<file path="config.mk">
export PLATFORM = sky130hd
export DESIGN_NAME = rvx_dbus_interconnect
export DESIGN_NICKNAME = d
export VERILOG_FILES = /design/src/rtl/rvx_dbus_interconnect_pkg.sv /design/src/rtl/rvx_dbus_interconnect_decoder.sv /design/src/rtl/rvx_dbus_interconnect.sv
export SDC_FILE = /design/constraint.sdc
export NUM_CORES = 1
export LEC_CHECK = 0
export CAP_MARGIN = 10
export CELL_PAD_IN_SITES_DETAIL_PLACEMENT = 1
export CELL_PAD_IN_SITES_GLOBAL_PLACEMENT = 1
export CORE_MARGIN = 4
export CORE_UTILIZATION = 17
export DETAILED_ROUTE_END_ITERATION = 8
export GPL_TIMING_DRIVEN = 0
export PLACE_DENSITY_LB_ADDON = 0.12
export SETUP_SLACK_MARGIN = 0.02
export SYNTH_ARGS = -nofsm -noshare
export SYNTH_HDL_FRONTEND = slang
export SYNTH_SLANG_ARGS = --single-unit
</file>
<file path="constraint.sdc">
create_clock -name clock -period 2.8 [get_ports clock]
set_clock_uncertainty 0.1 [all_clocks]
set_input_delay 0.42 -clock clock [delete_from_list [all_inputs] [get_ports clock]]
set_output_delay 0.42 -clock clock [all_outputs]
set_load 0.01 [all_outputs]
</file>
<file path="src/rtl/rvx_dbus_interconnect_pkg.sv">
// Shared definitions for the data-bus interconnect: FSM state encoding,
// the default device map (RAM, UART, TIMER, GPIO) and width helpers.
package rvx_dbus_interconnect_pkg;

  typedef enum logic [1:0] {
    ST_IDLE     = 2'b00,
    ST_WAIT_DEV = 2'b01,
    ST_WAIT_ERR = 2'b10
  } bus_state_t;

  localparam logic [31:0] RAM_BASE   = 32'h8000_0000;
  localparam logic [31:0] RAM_MASK   = 32'hFFFF_0000;
  localparam logic [31:0] UART_BASE  = 32'h9000_0000;
  localparam logic [31:0] UART_MASK  = 32'hFFFF_F000;
  localparam logic [31:0] TIMER_BASE = 32'h9000_1000;
  localparam logic [31:0] TIMER_MASK = 32'hFFFF_F000;
  localparam logic [31:0] GPIO_BASE  = 32'h9000_2000;
  localparam logic [31:0] GPIO_MASK  = 32'hFFFF_F000;

  // Slot 0 sits in the least significant word.
  localparam logic [127:0] DEFAULT_BASES = {GPIO_BASE, TIMER_BASE, UART_BASE, RAM_BASE};
  localparam logic [127:0] DEFAULT_MASKS = {GPIO_MASK, TIMER_MASK, UART_MASK, RAM_MASK};

  // Width of a device index; never narrower than one bit.
  function automatic int index_width(input int n);
    return (n > 1) ? $clog2(n) : 1;
  endfunction

  // Width of the wait counter; a disabled timeout still needs one bit.
  function automatic int count_width(input int t);
    return (t > 0) ? $clog2(t + 1) : 1;
  endfunction

endpackage

</file>
<file path="src/rtl/rvx_dbus_interconnect_decoder.sv">
// Combinational address decoder: compares the address against every
// base/mask pair and resolves overlaps in favour of the lowest index.
module rvx_bus_address_decoder
  import rvx_dbus_interconnect_pkg::*;
#(
  parameter int                        NUM_DEVICES           = 4,
  parameter logic [32*NUM_DEVICES-1:0] DEVICE_BASE_ADDRESSES = DEFAULT_BASES,
  parameter logic [32*NUM_DEVICES-1:0] DEVICE_ADDRESS_MASKS  = DEFAULT_MASKS,
  localparam int                       IDX_W                 = index_width(NUM_DEVICES)
) (
  input  logic [31:0]            address,
  output logic [NUM_DEVICES-1:0] hit,
  output logic [NUM_DEVICES-1:0] select,
  output logic [IDX_W-1:0]       index,
  output logic                   unmapped
);

  // Raw hits per device, then a priority scan so the lowest hit wins.
  always_comb begin
    hit      = '0;
    select   = '0;
    index    = '0;
    unmapped = 1'b1;
    for (int i = 0; i < NUM_DEVICES; i++) begin
      hit[i] = ((address & DEVICE_ADDRESS_MASKS[32*i +: 32]) == DEVICE_BASE_ADDRESSES[32*i +: 32]);
    end
    for (int i = NUM_DEVICES - 1; i >= 0; i--) begin
      if (hit[i]) begin
        select    = '0;
        select[i] = 1'b1;
        index     = IDX_W'(i);
        unmapped  = 1'b0;
      end
    end
  end

endmodule

</file>
<file path="src/rtl/rvx_dbus_interconnect.sv">
// Data-bus interconnect: routes each core load/store to one device with zero
// added latency, returns the device response, and synthesises error or
// timeout completions so the core can never stall forever.
module rvx_dbus_interconnect
  import rvx_dbus_interconnect_pkg::*;
#(
  parameter int                        NUM_DEVICES           = 4,
  parameter logic [32*NUM_DEVICES-1:0] DEVICE_BASE_ADDRESSES = DEFAULT_BASES,
  parameter logic [32*NUM_DEVICES-1:0] DEVICE_ADDRESS_MASKS  = DEFAULT_MASKS,
  parameter int                        TIMEOUT_CYCLES        = 1024
) (
  input  logic                      clock,
  input  logic                      reset_n,
  input  logic [31:0]               m_address,
  input  logic                      m_rrequest,
  input  logic                      m_wrequest,
  input  logic [31:0]               m_wdata,
  input  logic [3:0]                m_wstrobe,
  output logic [31:0]               m_rdata,
  output logic                      m_rresponse,
  output logic                      m_wresponse,
  output logic [31:0]               dev_address,
  output logic [31:0]               dev_wdata,
  output logic [3:0]                dev_wstrobe,
  output logic [NUM_DEVICES-1:0]    dev_rrequest,
  output logic [NUM_DEVICES-1:0]    dev_wrequest,
  input  logic [32*NUM_DEVICES-1:0] dev_rdata,
  input  logic [NUM_DEVICES-1:0]    dev_rresponse,
  input  logic [NUM_DEVICES-1:0]    dev_wresponse,
  output logic                      bus_error,
  output logic                      bus_timeout
);

  localparam int              IDX_W    = index_width(NUM_DEVICES);
  localparam int              CNT_W    = count_width(TIMEOUT_CYCLES);
  localparam bit              TMO_EN   = (TIMEOUT_CYCLES > 0);
  localparam logic [CNT_W-1:0] TMO_LAST = TMO_EN ? CNT_W'(TIMEOUT_CYCLES - 1) : '0;

  bus_state_t             state;
  bus_state_t             state_next;
  logic [IDX_W-1:0]       sel_idx;
  logic                   is_write;
  logic [CNT_W-1:0]       wait_count;

  logic [NUM_DEVICES-1:0] dec_hit;
  logic [NUM_DEVICES-1:0] dec_select;
  logic [IDX_W-1:0]       dec_index;
  logic                   dec_unmapped;

  logic                   sel_rresp;
  logic                   sel_wresp;
  logic [31:0]            sel_rdata;

  logic                   in_idle;
  logic                   in_wait_dev;
  logic                   in_wait_err;
  logic                   req_any;
  logic                   mapped;
  logic                   resp_hit;
  logic                   tmo_hit;
  logic                   completing;
  logic                   accept;

  rvx_bus_address_decoder #(
    .NUM_DEVICES           (NUM_DEVICES),
    .DEVICE_BASE_ADDRESSES (DEVICE_BASE_ADDRESSES),
    .DEVICE_ADDRESS_MASKS  (DEVICE_ADDRESS_MASKS)
  ) u_decoder (
    .address  (m_address),
    .hit      (dec_hit),
    .select   (dec_select),
    .index    (dec_index),
    .unmapped (dec_unmapped)
  );

  // Address and write payload go to every device unchanged.
  assign dev_address = m_address;
  assign dev_wdata   = m_wdata;
  assign dev_wstrobe = m_wstrobe;

  assign in_idle     = (state == ST_IDLE);
  assign in_wait_dev = (state == ST_WAIT_DEV);
  assign in_wait_err = (state == ST_WAIT_ERR);
  assign req_any     = m_rrequest | m_wrequest;
  assign mapped      = |dec_hit;

  // Only the latched device's response of the latched kind can complete.
  assign resp_hit    = in_wait_dev & (is_write ? sel_wresp : sel_rresp);
  assign tmo_hit     = TMO_EN & in_wait_dev & ~resp_hit & (wait_count == TMO_LAST);
  assign completing  = resp_hit | tmo_hit | in_wait_err;
  // A request is taken when idle or in the same cycle the previous one ends.
  assign accept      = req_any & (in_idle | completing);

  // Pick the latched device's response bits and read data.
  always_comb begin
    sel_rresp = 1'b0;
    sel_wresp = 1'b0;
    sel_rdata = '0;
    for (int i = 0; i < NUM_DEVICES; i++) begin
      if (IDX_W'(i) == sel_idx) begin
        sel_rresp = dev_rresponse[i];
        sel_wresp = dev_wresponse[i];
        sel_rdata = dev_rdata[32*i +: 32];
      end
    end
  end

  // FSM state register.
  always_ff @(posedge clock) begin
    if (!reset_n) begin
      state <= ST_IDLE;
    end else begin
      state <= state_next;
    end
  end

  // FSM next state: a new accept decides the wait kind, otherwise a completion returns to idle.
  always_comb begin
    state_next = state;
    case (state)
      ST_IDLE, ST_WAIT_DEV, ST_WAIT_ERR: begin
        if (accept) begin
          state_next = dec_unmapped ? ST_WAIT_ERR : ST_WAIT_DEV;
        end else if (completing) begin
          state_next = ST_IDLE;
        end
      end
      default: state_next = ST_IDLE;
    endcase
  end

  // Transaction context captured on accept.
  always_ff @(posedge clock) begin
    if (!reset_n) begin
      sel_idx  <= '0;
      is_write <= 1'b0;
    end else if (accept) begin
      sel_idx  <= dec_index;
      is_write <= m_wrequest;
    end
  end

  // Wait counter: restarts on accept, counts device-wait cycles, saturates.
  always_ff @(posedge clock) begin
    if (!reset_n) begin
      wait_count <= '0;
    end else if (accept) begin
      wait_count <= '0;
    end else if (in_wait_dev && (wait_count != '1)) begin
      wait_count <= wait_count + 1'b1;
    end
  end

  // FSM outputs: request fan-out, response mux and error/timeout pulses, all held low in reset.
  always_comb begin
    dev_rrequest = '0;
    dev_wrequest = '0;
    m_rresponse  = 1'b0;
    m_wresponse  = 1'b0;
    m_rdata      = '0;
    bus_error    = 1'b0;
    bus_timeout  = 1'b0;
    if (reset_n) begin
      if (accept) begin
        if (mapped) begin
          if (m_wrequest) begin
            dev_wrequest = dec_select;
          end else begin
            dev_rrequest = dec_select;
          end
        end
      end else if (in_wait_dev) begin
        for (int i = 0; i < NUM_DEVICES; i++) begin
          if (IDX_W'(i) == sel_idx) begin
            dev_wrequest[i] = is_write;
            dev_rrequest[i] = ~is_write;
          end
        end
      end
      if (in_wait_dev && (resp_hit || tmo_hit)) begin
        m_wresponse = is_write;
        m_rresponse = ~is_write;
        bus_timeout = tmo_hit;
        if (resp_hit && !is_write) begin
          m_rdata = sel_rdata;
        end
      end
      if (in_wait_err) begin
        m_wresponse = is_write;
        m_rresponse = ~is_write;
        bus_error   = 1'b1;
      end
    end
  end

endmodule

</file>
==> metrics, run 1 <==
status=complete, but fails checks; violated checks=negative setup slack; Via Count=3413; post-layout worst setup margin=-0.148 ns; CP startpoint kind=flop; HP Class=reg -> reg; Clock Latency Late Sink=0.25 ns; CP Data Required Time=2.28 ns; arrival time at the worst endpoint=2.43 ns; cell area after synthesis=2580 µm²; P_leak=2.48 nW; count leader, synth=buf_4; Residual DRC=0; fin crit share=105%; setup violators final=9; maxcap violations=0; Hold WS=0.417 ns; Num CTS Buffers=3; Core Region=14700 µm²; Starting DRT DRC Count=98; Seq cells post-synth=16; Crit Path Max Fanout=5; fin crit period=2.95 ns; Starting Density=17.6%; ys async rst share=0%; largest net degree at the start of global routing=11; final hold vios=0; Final ANT Viol Nets=0; Die Y=131 µm; vias in the first global route=3771; DP Cell Count=741; gr ovfl total=0; DP HPWL=12800 µm; VDD IR max=106 µV; antenna violations before repair=0; final slew viol count=0; Synth top cells by count=buf_4, and3_1, mux4_2; total wire length=15100 µm; Vias/cell=4.48; die area=17200 µm²; syn_nets=496; CTS tree=yes; Primary FF master, synth=dfxtp_1; critical path type=reg -> out; clock root buffer=clkbuf_16; number of synthesized flops with an enable pin=0; ranking of synthesized cells by area=mux4_2, buf_4, dfxtp_1; Final GP Congestion=0.802; Non-Filler Instances=762; P&R area growth vs syn=124%; Die Wd=131 µm; GRT Overall Usage=16.6%; Least-Margin Pin Slew=0.879 ns; dominant cell type by area after synthesis=mux4_2; Final Cell Area=5790 µm²; Ports=320; placed cell area=5520 µm²; sequential element share of the synthesized area=12.4%; Worst slew margin=41.0%; ratio of cells with drive above 1 in the final layout=31.7%; Final nets=788; clock-pin slew on the worst setup and hold paths=0.05 ns; fmax=0.339 GHz; top-area cell type share of the netlist area=29.6%; syn avg cell area=9.00 µm²; wire per inst=19.8 µm; # rows=44; DR pass1 iterations=4; Clock Path Buffers=2; Hold Path Stages=2; Crit. End Element=output pin; H-tree levels=1; synth unique cells=40; RSZ-0062 raised after global routing=yes; pwr/cell area=196 nW/µm²; cell count after synthesis=287; synthesis warning total=0; CTS Sinks=16; # diodes=0; first-pass GRT wire length=23100 µm; # port buffers=270; worst reg2reg path depth=11
metal layers:
metal | wire (µm) | up-vias | global-route usage [%]
li1 | - | 1597 | -
met1 | 5790 | 1619 | 18.8
met5 | 0 | - | 0
met4 | 178 | 0 | 2.92
met3 | 1300 | 13 | 5.31
met2 | 7790 | 184 | 30.7
path summary, 6_finish.rpt:
path	startpoint	to	slack (ns)
setup / recovery	sel_idx[0]$_SDFFE_PN0P_	dev_wrequest[1]	-0.15
hold / removal	is_write$_SDFFE_PN0P_	is_write$_SDFFE_PN0P_	0.42
setup reg to reg	sel_idx[0]$_SDFFE_PN0P_	is_write$_SDFFE_PN0P_	0.32
hold reg to reg	is_write$_SDFFE_PN0P_	is_write$_SDFFE_PN0P_	0.42
area by class of cell:
type	count	area [µm²]
Fill cell	1707	8900
Timing Repair Buffer	288	2730
Multi-Input combinational cell	181	1780
Buffer	85	628
Sequential cell	16	322
Tap cell	184	230
Clock buffer	4	88.8
Inverter	4	15.0
report_power, final:
part / switching (mW) / internal, mW
registers: 0.00423 / 0.231
logic: 0.172 / 0.415
clock network: 0.0945 / 0.217
total: 0.271 / 0.863
cells in the final DEF (no fill, tap or decap), types with 4 or more instances in the layout:
cell and instances:
nand2_1 14, clkbuf_2 15, buf_6 4, nand3_1 7, nor2_1 17, buf_2 12
nand2b_1 4, mux4_2 34, dlygate4sd2_1 21, clkdlybuf4s15_1 4, nor4_1 4, inv_1 4
xnor2_1 7, dfxtp_1 15, a21oi_1 4, clkdlybuf4s50_1 220, nand4_1 7, and3_1 34
buf_4 86, nor3_1 6, dlymetal6s2s_1 6
stage by stage:
step	setup TNS (ns)	utilization (%)	setup WS [ns]	total power, mW
6_report	-0.911	39.4	-0.148	1.13
5_1_grt	-1.66	39.4	-0.237	1.18
4_1_cts	-1.84	39.0	-0.157	1.14
3_5_place_dp	-19.48	37.5	-0.941	0.797
3_3_place_gp	-18.75	37.5	-0.916	0.788
2_1_floorplan	0	-	0.185	0.434
sequential cells by signal, summed over array words and instances, names as in the netlist:
| register | cells |
|---|---|
| sel_idx | 2 |
| wait_count | 11 |
| state | 2 |
| is_write | 1 |
cell families after synthesis:
kind of cell,Yosys count,synth area share [%]
buffers and inverters,90,23.4
AOI/OAI and AO/OA,23,6.63
xor gates and xnor gates,8,2.71
muxes,36,30.6
adders and majority gates,1,0.484
and+or+nand+nor,113,23.8
DFF,16,12.4
what timing repair did:
action,CTS,global route
gates cloned,1,0
hold buffers,0,0
resized for setup,120,38
hold endpoints to repair,0,0
pin swaps,5,5
setup buffers,13,6
setup endpoints to repair,43,24
worst max-delay path: stages (launching register included):
cell and delay, ns:
dfxtp_2 0.32, buf_6 0.11, mux4_2 0.51, mux2_4 0.32, a211oi_4 0.32, nand2_1 0.15, o32ai_1 0.25, buf_2 0.19
Note: power is estimated with default switching activity, not from simulation.
==> run 2, diff against run 1 <==
--- a/config.mk
+++ b/config.mk
@@ -14,6 +14,7 @@
 export GPL_TIMING_DRIVEN = 0
 export PLACE_DENSITY_LB_ADDON = 0.12
 export SETUP_SLACK_MARGIN = 0.02
+export SLEW_MARGIN = 20
 export SYNTH_ARGS = -nofsm -noshare
 export SYNTH_HDL_FRONTEND = slang
 export SYNTH_SLANG_ARGS = --single-unit
==> results of run 2 <==
The final DEF is identical to that of run 1; final timing and power are the same.
==> RTL edit: new RTL, config.mk and constraints of run 1 <==
The parameter `TIMEOUT_CYCLES` goes from 1024 to 256.
--- a/src/rtl/rvx_dbus_interconnect.sv
+++ b/src/rtl/rvx_dbus_interconnect.sv
@@ -7,7 +7,7 @@
   parameter int                        NUM_DEVICES           = 4,
   parameter logic [32*NUM_DEVICES-1:0] DEVICE_BASE_ADDRESSES = DEFAULT_BASES,
   parameter logic [32*NUM_DEVICES-1:0] DEVICE_ADDRESS_MASKS  = DEFAULT_MASKS,
-  parameter int                        TIMEOUT_CYCLES        = 1024
+  parameter int                        TIMEOUT_CYCLES        = 256
 ) (
   input  logic                      clock,
   input  logic                      reset_n,
Behaviour: same outputs for any inputs over 10 cycles, from zero or initial values and one cycle with reset_n low; that may be too few to reach the edited logic, so the function may still have changed.
==> RTL edit against run 1 <==
- wire length is 0.70% lower
- largest cell class unchanged
- non-clock buffer count is 8 lower
- final area rose by 1.1%
- area after synthesis grew 0.92%
- synthesized cell count did not move
- power fell by 8.4%
- setup slack improved by 0.21 ns
- sequential cell count fell by 2
==> RTL edit: results (changes against run 1) <==
The routability congestion estimate from global placement is 0.811 (+1.1%). The setup slack of the most critical reg-to-reg path was 0.52 ns (+0.20 ns). The run gives 12,900 um (+1.2%) as the sum of net half-perimeters after detailed placement. The share of the yosys chip area belonging to registers is 10.7% (-1.6 points), and the largest fanout on the critical path is 10 (+5). The DRC violation total after the first TritonRoute iteration came out at 96 (-2.0%).

Ranked by instance count, the synthesized netlist is headed by sky130_fd_sc_hd__buf_4, sky130_fd_sc_hd__nor2b_1, sky130_fd_sc_hd__mux4_2, sky130_fd_sc_hd__nor2_1, sky130_fd_sc_hd__dfxtp_1. The tools report the post-synth net total as 498 (+0.40%). The largest registers in the layout are wait_count: 9 flops, sel_idx: 2 flops, state: 2 flops. The mean area per synthesized cell was 9.09 sq um (+0.92%); the worst hold slack was 0.423 ns (+0.00583 ns). The power consumed by the clock network was 298 uW (-4%); the via count of the first global-routing pass was 3,575 (-5.2%). The tools report the number of distinct library cells after synthesis as 48 (+20%). The initial antenna violation count is 3 (+3).

Final net count: 786 (-0.25%). Detailed-route wire length: 15,000 um (-0.70%). The run finished with clean final reports. The global-route usage over all layers was 16.3% (-0.26 points); the share of the synthesized area in the top cell type was 27.6% (-2.0 points). The stage delay of the slowest cell on the critical path was 0.46 ns (-0.05 ns); the reported sequential group power was 204 uW (-13%). The fraction of layout instances using a drive strength above 1 works out to 30.0% (-1.7 points).

Cell with the largest stage delay on the worst path: sky130_fd_sc_hd__clkdlybuf4s50_1. The number of fill cells in the layout is 1,744 (+2.2%), and the final cell count without fillers is 763 (+0.13%).
==> RTL edit: changes by cell type after synthesis, sizes merged, moves of 6 or more <==
| cell | before | now |
|---|---|---|
| nor2b | 1 | 37 |
| buf | 73 | 80 |
| clkbuf | 13 | 3 |
| and3 | 34 | 1 |
| nor3 | 7 | 1 |
| o21ai | 3 | 10 |
==> RTL edit: tightest hold or removal path, cell delays in order, from the launching register on <==
cell and delay (ns):
sky130_fd_sc_hd__dfxtp_1 0.32, sky130_fd_sc_hd__o21ai_0 0.09, sky130_fd_sc_hd__a21oi_1 0.07
==> RTL edit: metal layers <==
| metal | share of wire, % | wire, um | GRT usage [%] | up-vias |
|---|---|---|---|---|
| met2 | 52 | 7770 | 30.2 | 155 |
| met3 | 10 | 1500 | 6.95 | 10 |
| met4 | 0.61 | 91 | 1.75 | 6 |
| met1 | 37 | 5540 | 17.8 | 1564 |
| met5 | 0.31 | 47 | 0 | - |
| li1 | - | - | - | 1550 |
==> RTL edit: kinds of logic (layout without fill, tap and decap cells) <==
kind of cell / after synthesis / in the layout / synth area share, %
XOR/XNOR: 7 / 7 / 2.35
multiplexers: 40 / 40 / 31.0
AND/OR/NAND/NOR: 111 / 111 / 23.8
other: 0 / 1 / 0
flip-flops: 14 / 14 / 10.7
buffers and inverters: 85 / 371 / 23.0
AO/OA/AOI/OAI: 27 / 28 / 7.68
adder cells (fa/ha/maj): 3 / 3 / 1.44
==> RTL edit: metrics by stage <==
stage	power [uW]	setup TNS (ns)	util (%)	setup WS [ns]
6_report	1040	0	38.8	0.0634
5_1_grt	1090	-0.0130	38.8	-0.0130
4_1_cts	1040	-0.00394	38.1	-0.00394
3_5_place_dp	729	-16.29	36.8	-0.553
3_3_place_gp	719	-16.51	36.8	-0.524
2_1_floorplan	380	0	-	0.573
==> RTL edit: final cells by class <==
class / instances / area share, %
sequential: 14 / 4.81
multi-input combinational: 189 / 32.1
inverter: 2 / 0.128
tap: 188 / 4.02
clock buffer: 4 / 1.52
buffer: 83 / 10.7
antenna: 1 / 0.0427
timing repair buffer: 282 / 46.7
==> RTL edit: final timing paths <==
kind | endpoint | from | depth (start not counted)
worst max-delay path | dev_wrequest[0] | dev_wresponse[3] | 8
worst min-delay path | wait_count[6] | wait_count[6] | 2
worst max register to register | wait_count[6] | wait_count[0] | 8
worst min register to register | wait_count[6] | wait_count[6] | 2
==> RTL edit: repair_timing <==
item                                    4_1_cts  5_1_grt
endpoints found under the setup margin       41       22
endpoints found under the hold margin         0        0
setup buffers                                 6        5
resized for setup                            99       24
gates cloned                                  0        1
hold buffers                                  0        0
pin swaps                                     9       11
